$ cat config.mk
export PLATFORM = sky130hd
export DESIGN_NAME = ex_branch_resolve
export DESIGN_NICKNAME = d
export VERILOG_FILES = /design/src/rtl/br_pkg.sv /design/src/rtl/br_cond_eval.sv /design/src/rtl/ex_branch_resolve.sv
export SDC_FILE = /design/constraint.sdc
export NUM_CORES = 1
export LEC_CHECK = 0
export CAP_MARGIN = 0
export CORE_MARGIN = 1.5
export CORE_UTILIZATION = 35
export CTS_BUF_LIST = sky130_fd_sc_hd__clkbuf_8
export DETAILED_ROUTE_END_ITERATION = 10
export PLACE_DENSITY = 0.67
export RECOVER_POWER = 25
export SKIP_CTS_REPAIR_TIMING = 1
export SYNTH_ARGS = -nofsm -noshare
export SYNTH_HDL_FRONTEND = slang
export SYNTH_HIERARCHICAL = 1
export SYNTH_SLANG_ARGS = --single-unit
export TNS_END_PERCENT = 10
$ cat constraint.sdc
create_clock -name i_clk -period 3.57 [get_ports i_clk]
set_clock_uncertainty 0.05 [all_clocks]
set_input_delay 1.071 -clock i_clk [delete_from_list [all_inputs] [get_ports i_clk]]
set_output_delay 1.071 -clock i_clk [all_outputs]
set_load 0.01 [all_outputs]
$ cat src/rtl/br_pkg.sv
// Shared definitions for branch resolution: funct3 encodings, resolver FSM
// states, the redirect bundle and small helpers used by EX and ID logic.
package br_pkg;

  // Native datapath width. The redirect bundle is sized to it.
  localparam int BR_XLEN = 32;

  // Conditional branch funct3 encodings (010/011 are not branches).
  localparam logic [2:0] F3_BEQ  = 3'b000;
  localparam logic [2:0] F3_BNE  = 3'b001;
  localparam logic [2:0] F3_BLT  = 3'b100;
  localparam logic [2:0] F3_BGE  = 3'b101;
  localparam logic [2:0] F3_BLTU = 3'b110;
  localparam logic [2:0] F3_BGEU = 3'b111;

  // Resolver state: RUN resolves, FLUSH squashes younger instructions.
  typedef enum logic {
    RUN   = 1'b0,
    FLUSH = 1'b1
  } br_state_e;

  // PC redirect request towards the IF-stage PC mux.
  typedef struct packed {
    logic               valid;
    logic [BR_XLEN-1:0] pc;
  } redirect_t;

  // A control-flow target is misaligned when either of its low two bits is set.
  function automatic logic is_misaligned(input logic [1:0] low_bits);
    return (low_bits != 2'b00);
  endfunction

endpackage

$ cat src/rtl/br_cond_eval.sv
// Branch condition evaluator: maps funct3 plus comparator flags to the
// taken decision and drives the comparator's unsigned select. Purely
// combinational so the ID-stage predictor checks can reuse it.
module br_cond_eval
  import br_pkg::*;
(
  input  logic [2:0] funct3,
  input  logic       less,
  input  logic       equal,
  output logic       taken,
  output logic       br_un
);

  // BLTU/BGEU are the only encodings with funct3[1] set among real branches.
  assign br_un = funct3[1];

  // Decode the branch condition; reserved encodings never take.
  always_comb begin
    taken = 1'b0;
    case (funct3)
      F3_BEQ:  taken = equal;
      F3_BNE:  taken = ~equal;
      F3_BLT:  taken = less;
      F3_BGE:  taken = ~less;
      F3_BLTU: taken = less;
      F3_BGEU: taken = ~less;
      default: taken = 1'b0;
    endcase
  end

endmodule

$ cat src/rtl/ex_branch_resolve.sv
// EX-stage branch resolution unit. Resolves branches/JAL/JALR, compares the
// outcome with the IF prediction, issues a registered one-cycle PC redirect
// and holds the IF/ID and ID/EX flushes for FLUSH_CYCLES cycles.
// Optional feature: define BR_STATS_EN to add saturating event counters
// (o_stat_branches, o_stat_taken, o_stat_mispred).
module ex_branch_resolve
  import br_pkg::*;
#(
  parameter int FLUSH_CYCLES = 2,
  parameter int XLEN         = BR_XLEN
) (
  input  logic            i_clk,
  input  logic            i_rst,
  input  logic            i_valid_ex,
  input  logic            i_stall_ex,
  input  logic            i_is_branch_ex,
  input  logic            i_is_jal_ex,
  input  logic            i_is_jalr_ex,
  input  logic [2:0]      i_funct3_ex,
  input  logic            i_pred_taken_ex,
  input  logic [XLEN-1:0] i_pc_ex,
  input  logic [XLEN-1:0] i_imm_ex,
  input  logic [XLEN-1:0] i_rs1_data_ex,
  input  logic            i_br_less_ex,
  input  logic            i_br_equal_ex,
  output logic            o_br_un_ex,
  output logic [XLEN-1:0] o_link_data_ex,
  output logic            o_redirect_valid,
  output logic [XLEN-1:0] o_redirect_pc,
  output logic            o_flush_if_id,
  output logic            o_flush_id_ex,
  output logic            o_misalign
`ifdef BR_STATS_EN
  ,
  output logic [XLEN-1:0] o_stat_branches,
  output logic [XLEN-1:0] o_stat_taken,
  output logic [XLEN-1:0] o_stat_mispred
`endif
);

  // The counter holds the remaining flush cycles after the first one.
  localparam int CNT_W = (FLUSH_CYCLES > 1) ? $clog2(FLUSH_CYCLES) : 1;
  localparam logic [CNT_W-1:0] CNT_LOAD = CNT_W'(FLUSH_CYCLES - 1);
  localparam logic [CNT_W-1:0] CNT_ONE  = CNT_W'(32'd1);
  localparam logic [CNT_W-1:0] CNT_ZERO = CNT_W'(32'd0);
  localparam logic [XLEN-1:0]  PC_STEP  = XLEN'(32'd4);

  // ---------------------------------------------------------------------
  // Outcome and target computation
  // ---------------------------------------------------------------------
  logic            cond_taken_s;
  logic            is_ctrl_s;
  logic            resolve_s;
  logic            taken_s;
  logic [XLEN-1:0] fall_through_s;
  logic [XLEN-1:0] pc_rel_target_s;
  logic [XLEN-1:0] jalr_sum_s;
  logic [XLEN-1:0] target_s;
  logic [XLEN-1:0] redirect_pc_s;
  logic            mispred_s;
  logic            misalign_s;
  logic            trigger_s;

  br_state_e       state_r;
  br_state_e       state_nxt_s;
  logic [CNT_W-1:0] cnt_r;
  logic [CNT_W-1:0] cnt_nxt_s;

  redirect_t       redirect_r;
  redirect_t       redirect_nxt_s;
  logic            misalign_r;
  logic            misalign_nxt_s;
  logic            flush_r;
  logic            flush_nxt_s;

  br_cond_eval u_cond (
    .funct3 (i_funct3_ex),
    .less   (i_br_less_ex),
    .equal  (i_br_equal_ex),
    .taken  (cond_taken_s),
    .br_un  (o_br_un_ex)
  );

  assign fall_through_s  = i_pc_ex + PC_STEP;
  assign pc_rel_target_s = i_pc_ex + i_imm_ex;
  assign jalr_sum_s      = i_rs1_data_ex + i_imm_ex;
  assign o_link_data_ex  = fall_through_s;

  assign is_ctrl_s = i_is_branch_ex | i_is_jal_ex | i_is_jalr_ex;
  // Instructions reaching EX while flushing are squashed, so only RUN resolves.
  assign resolve_s = (state_r == RUN) & i_valid_ex & ~i_stall_ex & is_ctrl_s;

  // Select actual direction and target; jumps are always taken.
  always_comb begin
    taken_s  = 1'b0;
    target_s = pc_rel_target_s;
    if (i_is_jalr_ex) begin
      taken_s  = 1'b1;
      target_s = {jalr_sum_s[XLEN-1:1], 1'b0};
    end else if (i_is_jal_ex) begin
      taken_s  = 1'b1;
      target_s = pc_rel_target_s;
    end else if (i_is_branch_ex) begin
      taken_s  = cond_taken_s;
      target_s = pc_rel_target_s;
    end else begin
      taken_s  = 1'b0;
      target_s = pc_rel_target_s;
    end
  end

  // Classify the resolve event: mispredict, misaligned taken target, or clean.
  always_comb begin
    mispred_s = 1'b0;
    if (resolve_s) begin
      if (i_is_jalr_ex) begin
        mispred_s = 1'b1;
      end else if (i_is_jal_ex) begin
        mispred_s = ~i_pred_taken_ex;
      end else begin
        mispred_s = (taken_s != i_pred_taken_ex);
      end
    end else begin
      mispred_s = 1'b0;
    end
    misalign_s    = resolve_s & taken_s & is_misaligned(target_s[1:0]);
    trigger_s     = mispred_s | misalign_s;
    redirect_pc_s = taken_s ? target_s : fall_through_s;
  end

  // ---------------------------------------------------------------------
  // Resolver FSM
  // ---------------------------------------------------------------------

  // State and flush-counter register.
  always_ff @(posedge i_clk or posedge i_rst) begin
    if (i_rst) begin
      state_r <= RUN;
      cnt_r   <= CNT_ZERO;
    end else begin
      state_r <= state_nxt_s;
      cnt_r   <= cnt_nxt_s;
    end
  end

  // Next state: enter FLUSH on a redirect/trap event; count down regardless of stall.
  always_comb begin
    state_nxt_s = state_r;
    cnt_nxt_s   = cnt_r;
    case (state_r)
      RUN: begin
        if (trigger_s) begin
          state_nxt_s = FLUSH;
          cnt_nxt_s   = CNT_LOAD;
        end else begin
          state_nxt_s = RUN;
          cnt_nxt_s   = CNT_ZERO;
        end
      end
      FLUSH: begin
        if (cnt_r == CNT_ZERO) begin
          state_nxt_s = RUN;
          cnt_nxt_s   = CNT_ZERO;
        end else begin
          state_nxt_s = FLUSH;
          cnt_nxt_s   = cnt_r - CNT_ONE;
        end
      end
      default: begin
        state_nxt_s = RUN;
        cnt_nxt_s   = CNT_ZERO;
      end
    endcase
  end

  // Next output values: a misaligned target traps instead of redirecting.
  always_comb begin
    redirect_nxt_s.valid = trigger_s & ~misalign_s;
    if (trigger_s) begin
      redirect_nxt_s.pc = redirect_pc_s;
    end else begin
      redirect_nxt_s.pc = redirect_r.pc;
    end
    misalign_nxt_s = misalign_s;
    flush_nxt_s    = (state_nxt_s == FLUSH);
  end

  // Output register; reset drops any pending redirect immediately.
  always_ff @(posedge i_clk or posedge i_rst) begin
    if (i_rst) begin
      redirect_r <= '{valid: 1'b0, pc: {BR_XLEN{1'b0}}};
      misalign_r <= 1'b0;
      flush_r    <= 1'b0;
    end else begin
      redirect_r <= redirect_nxt_s;
      misalign_r <= misalign_nxt_s;
      flush_r    <= flush_nxt_s;
    end
  end

  assign o_redirect_valid = redirect_r.valid;
  assign o_redirect_pc    = redirect_r.pc;
  assign o_misalign       = misalign_r;
  assign o_flush_if_id    = flush_r;
  assign o_flush_id_ex    = flush_r;

`ifdef BR_STATS_EN
  // ---------------------------------------------------------------------
  // Event statistics
  // ---------------------------------------------------------------------
  localparam logic [XLEN-1:0] STAT_MAX = {XLEN{1'b1}};
  localparam logic [XLEN-1:0] STAT_ONE = XLEN'(32'd1);

  logic [XLEN-1:0] stat_branches_r;
  logic [XLEN-1:0] stat_taken_r;
  logic [XLEN-1:0] stat_mispred_r;

  // Saturating counters for resolve, taken and mispredict events.
  always_ff @(posedge i_clk or posedge i_rst) begin
    if (i_rst) begin
      stat_branches_r <= {XLEN{1'b0}};
      stat_taken_r    <= {XLEN{1'b0}};
      stat_mispred_r  <= {XLEN{1'b0}};
    end else begin
      if (resolve_s && (stat_branches_r != STAT_MAX)) begin
        stat_branches_r <= stat_branches_r + STAT_ONE;
      end
      if (resolve_s && taken_s && (stat_taken_r != STAT_MAX)) begin
        stat_taken_r <= stat_taken_r + STAT_ONE;
      end
      if (mispred_s && (stat_mispred_r != STAT_MAX)) begin
        stat_mispred_r <= stat_mispred_r + STAT_ONE;
      end
    end
  end

  assign o_stat_branches = stat_branches_r;
  assign o_stat_taken    = stat_taken_r;
  assign o_stat_mispred  = stat_mispred_r;
`endif

endmodule

==> results.md, run 1 <==
Final layout:
- After the last flow step, the layout net total stands at 1398.
- The repair_antennas step left the layout with diodes totalling 0.
- The post-route netlist has 31.81% of its cells at a drive strength greater than 1.
- The total non-filler cell area in the finished layout is 10400 sq um.
- The area growth from synthesis to layout is 72.79%.

Synth:
- For this run, asynchronously set or reset flops after synthesis account for 100.0%.
- The number of synthesized register bits is 36.
- After synthesis, the mean cell area works out to 7.450 sq um.
- sky130_fd_sc_hd__dfrtp_1 takes more of the synthesized area than any other cell.
- The number of nets in the synthesized netlist is 981.
- The count of yosys warnings during synthesis is 6.
- The share of Yosys cell area claimed by the top area cell type is 14.97%.
- Synthesis produced 808 cells.
- Ranked by total cell area, the synthesized netlist is headed by sky130_fd_sc_hd__dfrtp_1, sky130_fd_sc_hd__ha_1, sky130_fd_sc_hd__a21oi_1, sky130_fd_sc_hd__xnor2_1, sky130_fd_sc_hd__nand2_1.
- For this run, the leading register cell type out of synthesis is sky130_fd_sc_hd__dfrtp_1.
- The netlist uses 80 different library cells.
- The fraction of the yosys area taken by sequential cells is 14.97%.
- Summing every instance area after synthesis gives 6020 sq um.
- The number of enable flip-flop cells after synthesis is 0.

Power and ir drop:
- Dividing total power by cell area gives a power density of 268.7 nW/um^2.
- Of the total power, the share spent switching nets is 38.93%.
- The cell internal power dissipation is 0.001707 W.
- Of the total power, combinational logic draws 66.0%.
- In this run the power spent charging and discharging nets is 0.001088 W.
- The worst vdd rail ir drop is 0.0001822 V.
- The share of total power in the clock network is 13.1%.
- The sequential cell fraction of total power is 20.9%.
- The leakage power is 5.000 nW.

Drt:
- The length of the first detailed-routing pass in iterations is 5.
- The via count of the routed design is 7606.
- The detailed-route DRC error count is 0.
- The total wirelength of the detailed-routed design is 24580 um.
- The remaining antenna violation count after routing is 0.
- The detailed-route wire length per cell is 17.00 um.
- The via density per instance is 5.260.
- In this run, the number of DRC markers left after iteration 0 of detailed routing was 391.

Floorplan:
- The count of boundary I/O pins is 178.
- Once the floorplan was initialized, standard cells occupied 36.04% of the core.
- From bottom edge to top edge, the die measures 134.1 um.
- The die covers 17990 sq um.
- The area of the placeable core is 16700 sq um.
- Measured along the x axis, the die boundary spans 134.1 um.
- The floorplan has 47 rows.

Timing:
- The peak clock frequency supported by timing is 0.2558 GHz.
- The accumulated negative setup slack is -2688 ps.
- The number of setup violations in the final report is 19.
- The worst path in the final design needs a cycle of 3910 ps, including I/O delays and setup.
- Once routing completed, OpenROAD measured the worst setup slack at -339.7 ps.
- Setup repair after global routing could not meet its margin everywhere.
- Hold timing on the final database bottoms out at a slack of 413.8 ps.
- The hold violation total from the final report is 0.
- The max-slew violation total from the final report came to 37.
- Dividing the final minimum period by the clock period gives 109.5%.
- For the pin with the worst max-slew slack, the measured transition is 1961 ps.
- Measured against its own limit, the worst slew margin works out to -30.76%.

Place:
- The half-perimeter wire length of the detailed placement result is 20640 um.
- The number of port buffers is 177.
- The total placed instance area is 9896 sq um.
- The routability-driven placement congestion ratio is 1.028.
- The worst setup slack after placement is -1163 ps.

Worst hold path:
- The kind of path behind the tightest hold check is register to register.

CTS:
- After clock tree synthesis, the clock-pin slew on the worst setup and hold paths is 80 ps.
- TritonCTS created 5 clock buffers.
- The cell sitting at the root of the clock tree is a sky130_fd_sc_hd__clkbuf_8.
- The clock tree from TritonCTS is built.
- The clock tree synthesis step divided the H-tree into 2 levels.
- The worst-skew pair later-pin latency is 290 ps.
- The number of sinks driven by the clock tree is 36.
- The deepest clock path buffer count is 2.

GRT:
- Entering global routing, the biggest net connects 45 pins.
- The first-pass GRT wire length is 37430 um.
- The global-route total usage across every layer is 26.15%.
- The via count of the first global-routing pass is 7197.
- The number of antenna violations at the first check in global routing was 0.
- Summed over all layers, the global routing overflow is 0.

Worst setup path:
- The startpoint type of the worst setup path is an input pin.
- The arrival time at the worst endpoint is 2790 ps.
- The required time reported for the critical path endpoint is 2450 ps.
- In this run the worst path has a maximum fanout of 3.
- The kind of capture point of the worst setup path is an output pin.
- The worst setup path is of the input pin to output pin kind.

Outcome:
- The flow ran to the end, but the final reports show violations.
- The checks that failed: capacitance limit, slew limit, setup timing.

Flow run:
- Max-cap violations in this run came to 1.
-- power groups by stage --
stage,sequential [W],clock [W],combinational (W)
after floorplan,0.000633,0,0.000770
after global routing,0.000598,0.000388,0.00199
final,0.000585,0.000366,0.00184
after detailed placement,0.000594,0,0.00178
after global placement,0.000591,0,0.00175
after CTS,0.000587,0.000369,0.00178
-- cell families after synthesis --
logic type      count (synthesis)  share of synthesized area (%)
flops                          36                          14.97
compound gates                268                          29.74
mux                            14                          2.411
fa+ha+maj                      64                          13.55
buf+inv                        63                          4.490
xor+xnor                       75                          11.16
simple gates                  288                          23.68
-- final cells by class --
cell class                      count  area, sq um
Fill cell                        1518         6300
Multi-Input combinational cell    709         5213
Timing Repair Buffer              448         3807
Sequential cell                    36        900.9
Tap cell                          220        275.3
Inverter                           25        93.84
Clock buffer                        5        68.82
Clock inverter                      3        42.54
-- worst paths after layout --
kind                          startpoint                 end  slack [ps]  depth (start not counted)
min                                cnt_r       o_flush_id_ex         410                          2
max reg2reg                o_flush_id_ex   o_redirect_pc[24]        1400                          5
min reg2reg                        cnt_r       o_flush_id_ex         410                          2
max                          i_pc_ex[15]  o_link_data_ex[31]        -340                          9
min in group asynchronous          i_rst       o_flush_id_ex        1870                          3
max in group asynchronous          i_rst   o_redirect_pc[17]         480                          3
-- cells in the final DEF, fill, tap and decap left out, types with 11 or more instances in the layout --
master,synthesis,layout
sky130_fd_sc_hd__a21o_1,29,28
sky130_fd_sc_hd__a21oi_1,85,79
sky130_fd_sc_hd__a31oi_1,12,11
sky130_fd_sc_hd__and3_1,13,11
sky130_fd_sc_hd__buf_4,4,264
sky130_fd_sc_hd__clkdlybuf4s50_1,0,127
sky130_fd_sc_hd__dfrtp_1,36,36
sky130_fd_sc_hd__dlymetal6s2s_1,0,23
sky130_fd_sc_hd__ha_1,62,54
sky130_fd_sc_hd__inv_1,23,23
sky130_fd_sc_hd__nand2_1,88,88
sky130_fd_sc_hd__nand2b_1,13,12
sky130_fd_sc_hd__nand3_1,23,21
sky130_fd_sc_hd__nand4_1,18,18
sky130_fd_sc_hd__nor2_1,73,69
sky130_fd_sc_hd__nor3_1,16,15
sky130_fd_sc_hd__o211ai_1,11,11
sky130_fd_sc_hd__o21ai_0,42,37
sky130_fd_sc_hd__xnor2_1,46,37
sky130_fd_sc_hd__xor2_1,27,23
-- through the flow --
| stage | total power [W] | std cells | utilization [%] |
|---|---|---|---|
| after floorplan | 0.001403 | 808 | - |
| after global placement | 0.002346 | 1431 | 59.25 |
| after detailed placement | 0.002370 | 1431 | 59.25 |
| after CTS | 0.002739 | 1439 | 59.92 |
| after global routing | 0.002971 | 1446 | 62.28 |
| final | 0.002795 | 1446 | 62.28 |
-- critical path, stage by stage --
cell	delay, ps
sky130_fd_sc_hd__buf_6	70
sky130_fd_sc_hd__and3_4	180
sky130_fd_sc_hd__nand4_1	190
sky130_fd_sc_hd__or4_4	640
sky130_fd_sc_hd__buf_6	150
sky130_fd_sc_hd__buf_6	110
sky130_fd_sc_hd__nor2_4	90
sky130_fd_sc_hd__xor2_2	150
sky130_fd_sc_hd__buf_2	150
-- routing by layer --
metal / global-route usage, % / vias up / routed length [um]
li1: - / 3818 / -
met1: 36.62 / 3519 / 11220
met2: 43.90 / 234 / 11560
met3: 2.532 / 35 / 1333
met4: 5.137 / 0 / 466
met5: 0 / - / 0
-- synthesized netlist by cell type (9+ instances only) --
master                      n
sky130_fd_sc_hd__a211oi_1  16
sky130_fd_sc_hd__a21o_1    29
sky130_fd_sc_hd__a21oi_1   85
sky130_fd_sc_hd__a31oi_1   12
sky130_fd_sc_hd__and3_1    13
sky130_fd_sc_hd__and4_1     9
sky130_fd_sc_hd__buf_2      9
sky130_fd_sc_hd__clkbuf_1  21
sky130_fd_sc_hd__dfrtp_1   36
sky130_fd_sc_hd__ha_1      62
sky130_fd_sc_hd__inv_1     23
sky130_fd_sc_hd__mux2i_1   10
sky130_fd_sc_hd__nand2_1   88
sky130_fd_sc_hd__nand2b_1  13
sky130_fd_sc_hd__nand3_1   23
sky130_fd_sc_hd__nand4_1   18
sky130_fd_sc_hd__nor2_1    73
sky130_fd_sc_hd__nor3_1    16
sky130_fd_sc_hd__o211ai_1  11
sky130_fd_sc_hd__o21ai_0   42
sky130_fd_sc_hd__o21bai_1  10
sky130_fd_sc_hd__xnor2_1   46
sky130_fd_sc_hd__xor2_1    27
-- registers in the layout (all words and copies together), names as in the netlist --
| signal | cells |
|---|---|
| o_redirect_pc | 32 |
| o_misalign | 1 |
| cnt_r | 1 |
| o_redirect_valid | 1 |
| o_flush_id_ex | 1 |
Note: power is estimated with default switching activity, not from simulation.
==> inputs of run 2 (changes only) <==
SLEW_MARGIN = 20   (was unset)
==> results of run 2 <==
Same layout as run 1: the final DEF is identical, and so are final timing and power.
==> inputs of run 3 (changes only) <==
CAP_MARGIN = 20   (was 0)
SKIP_LAST_GASP = 1   (was unset)
==> results.md, run 3 (synthesized netlist as in run 1, its figures left out) <==
Floorplan:
- Row generation in the floorplan step produced 47 rows.
- Once the floorplan was initialized, standard cells occupied 36.04% of the core.
- Measured along the y axis, the die boundary spans 134.1 um.
- The area of the placeable core is 16700 sq um.
- The floorplan die area is 17990 sq um.
- The width of the die is 134.1 um.
- During I/O placement, the number of pins put on the boundary was 178.

GRT:
- Summed over all layers, the global routing overflow is 0.
- The number of antenna violations at the first check in global routing is 0.
- Entering global routing, the biggest net connects 45 pins.
- The first-pass GRT wire length is 37430 um.
- The global-route total usage across every layer is 26.15%.
- The via count of the first global-routing pass came to 7197.

Timing:
- The post-route fraction of the period consumed by the critical path is 109.2%.
- The max-slew violation total from the final report is 37.
- Setup repair after global routing could not meet its margin everywhere.
- Headroom to the max-slew limit came out at -30.11%.
- The worst path in the final design needs a cycle of 3899 ps, including I/O delays and setup.
- Setup violations remaining at the end of the flow were counted as 35.
- The measured slew at the worst slew-check pin is 1952 ps.
- Static timing analysis puts the maximum clock frequency at 0.2564 GHz.
- The final worst setup slack is -329.5 ps.
- The hold violation total from the final report is 0.

CTS:
- The level count of the clock H-tree is 2.
- The clock reaches the later pin of the worst-skew pair after 290 ps.
- After clock tree synthesis, the clock-pin slew on the worst setup and hold paths is 80 ps.
- TritonCTS built the clock tree.
- Buffers inserted during clock tree synthesis total 5.
- The clock drives 36 sinks.
- No sink is reached through more buffers than the 2 on the longest clock path.
- The buffer cell driving the clock tree root is sky130_fd_sc_hd__clkbuf_8.

Power and ir drop:
- Combinational logic is responsible for 65.5% of the overall power.
- The share of total power in the clock network is 13.2%.
- Cell internal power was estimated by the tool at 0.001692 W.
- The switching power of the nets is 0.001065 W.
- The switching power share of the total is 38.64%.
- The power density relative to cell area is 269.5 nW/um^2.
- The worst vdd rail ir drop is 0.0001829 V.
- The leakage power is 4.957 nW.
- The sequential cell fraction of total power is 21.2%.

Drt:
- In the routed design, unresolved DRC markers number 0.
- After detailed routing, the number of vias per cell comes to 5.253.
- The total wirelength of the detailed-routed design is 24360 um.
- The length of the first detailed-routing pass in iterations is 5.
- The first routing iteration left 411 violations.
- The via count of the routed design is 7596.
- The detailed-route wire length per cell is 16.84 um.
- The remaining antenna violation count after routing is 0.

Final layout:
- The number of fill cells is 1539.
- The post-layout instance count excluding filler cells is 1446.
- The area taken by flip-flops and latches is 900.9 sq um.
- The count of nets after finishing is 1398.
- The register with the most flip-flops in the layout has 32 of them.
- The number of antenna repair diodes is 0.
- The share of post-route cells with drive strength above 1 is 28.22%.
- The library cells used most frequently in the layout, excluding fill and tap cells, are sky130_fd_sc_hd__buf_4, sky130_fd_sc_hd__clkdlybuf4s50_1, sky130_fd_sc_hd__nand2_1, sky130_fd_sc_hd__a21oi_1, sky130_fd_sc_hd__nor2_1.
- The most common cell after layout, fill and taps aside is sky130_fd_sc_hd__buf_4.
- Relative to the synthesized area, the layout overhead comes to 69.92%.
- The area of combinational cells with multiple inputs is 4986 sq um.

Place:
- Once detailed placement completed, the half-perimeter wirelength came to 20640 um.
- The worst setup slack after placement is -1163 ps.
- The number of placed instances, taps included, is 1431.
- The routability-driven placement congestion ratio is 1.028.
- Input and output buffers added on the ports amount to 177.

Worst setup path:
- The number of buffers and inverters on the critical path is 4.
- The startpoint type of the worst setup path is an input pin.
- At the worst endpoint, the required time is 2450 ps.
- At the worst endpoint, the arrival time is 2780 ps.
- STA classifies the critical path endpoint as an output pin.
- The cell family contributing the most delay on the critical path is simple AND/OR/NAND/NOR gates.
- The worst-case register-to-register setup slack is 1350 ps.
- The cell type of the slowest stage on the worst timing path is sky130_fd_sc_hd__or4_4.
- Traced cell by cell, the critical path runs through buf_6 -> and3_4 -> nand4_1 -> or4_4 -> buf_6 -> buf_6 -> nor2_4 -> xor2_2 -> buf_2.
- The critical path's largest stage delay is 630 ps.
- The cell that appears most often on the critical path is sky130_fd_sc_hd__buf_6.
- The worst setup path is of the input pin to output pin kind.
- Along the worst path, the maximum fanout reaches 3.

Flow run:
- The tool flagged a number of max-cap violations equal to 1.

Worst hold path:
- The kind of path behind the tightest hold check is register to register.

Outcome:
- The flow ran to the end, but the final reports show violations.
- The checks that failed: capacitance limit, slew limit, setup timing.
## run 3: power groups by stage
| stage | Sequential [W] | Combinational, W | Clock [W] |
|---|---|---|---|
| finish | 0.000586 | 0.00181 | 0.000365 |
| global route | 0.000598 | 0.00195 | 0.000388 |
| CTS | 0.000587 | 0.00178 | 0.000369 |
| detailed placement | 0.000594 | 0.00178 | 0 |
| global placement | 0.000591 | 0.00175 | 0 |
| floorplan | 0.000633 | 0.000770 | 0 |
## run 3: layer usage
layer / track usage, % / part of all wire, % / wire, um
met1: 36.62 / 46 / 11290
met5: 0 / 0 / 0
met2: 43.90 / 46 / 11320
met4: 5.137 / 1.9 / 455
met3: 2.532 / 5.3 / 1291
## run 3: final cells by class
type	count	area share (%)
Timing Repair Buffer	448	37.75
Tap cell	220	2.691
Inverter	25	0.9174
Multi-Input combinational cell	709	48.75
Clock inverter	3	0.4159
Clock buffer	5	0.6728
Sequential cell	36	8.807
## run 3: path summary, 6_finish.rpt
| kind | start | endpoint | depth (start not counted) |
|---|---|---|---|
| min in group asynchronous | i_rst | o_flush_id_ex | 3 |
| max reg2reg | o_flush_id_ex | o_redirect_pc[24] | 5 |
| min reg2reg | cnt_r | o_flush_id_ex | 2 |
| min | cnt_r | o_flush_id_ex | 2 |
| max | i_pc_ex[15] | o_link_data_ex[31] | 9 |
| max in group asynchronous | i_rst | o_redirect_pc[17] | 3 |
## run 3: stage by stage
stage / hold WS, ps / total power [W] / setup TNS (ps) / instance area [sq um] / util [%]
global placement: 394.7 / 0.002346 / -33810 / 9896 / 59.25
detailed placement: 399.7 / 0.002370 / -36610 / 9896 / 59.25
finish: 413.9 / 0.002757 / -5964 / 10230 / 61.25
CTS: 418.5 / 0.002739 / -27630 / 10010 / 59.92
floorplan: 376.1 / 0.001403 / 0 / 6020 / -
global route: 449.4 / 0.002933 / -10570 / 10230 / 61.25
## run 3: tightest hold or removal path: stages (launching register included)
cell and delay (ps):
sky130_fd_sc_hd__dfrtp_1 330, sky130_fd_sc_hd__nand2_1 50, sky130_fd_sc_hd__nand2_1 50
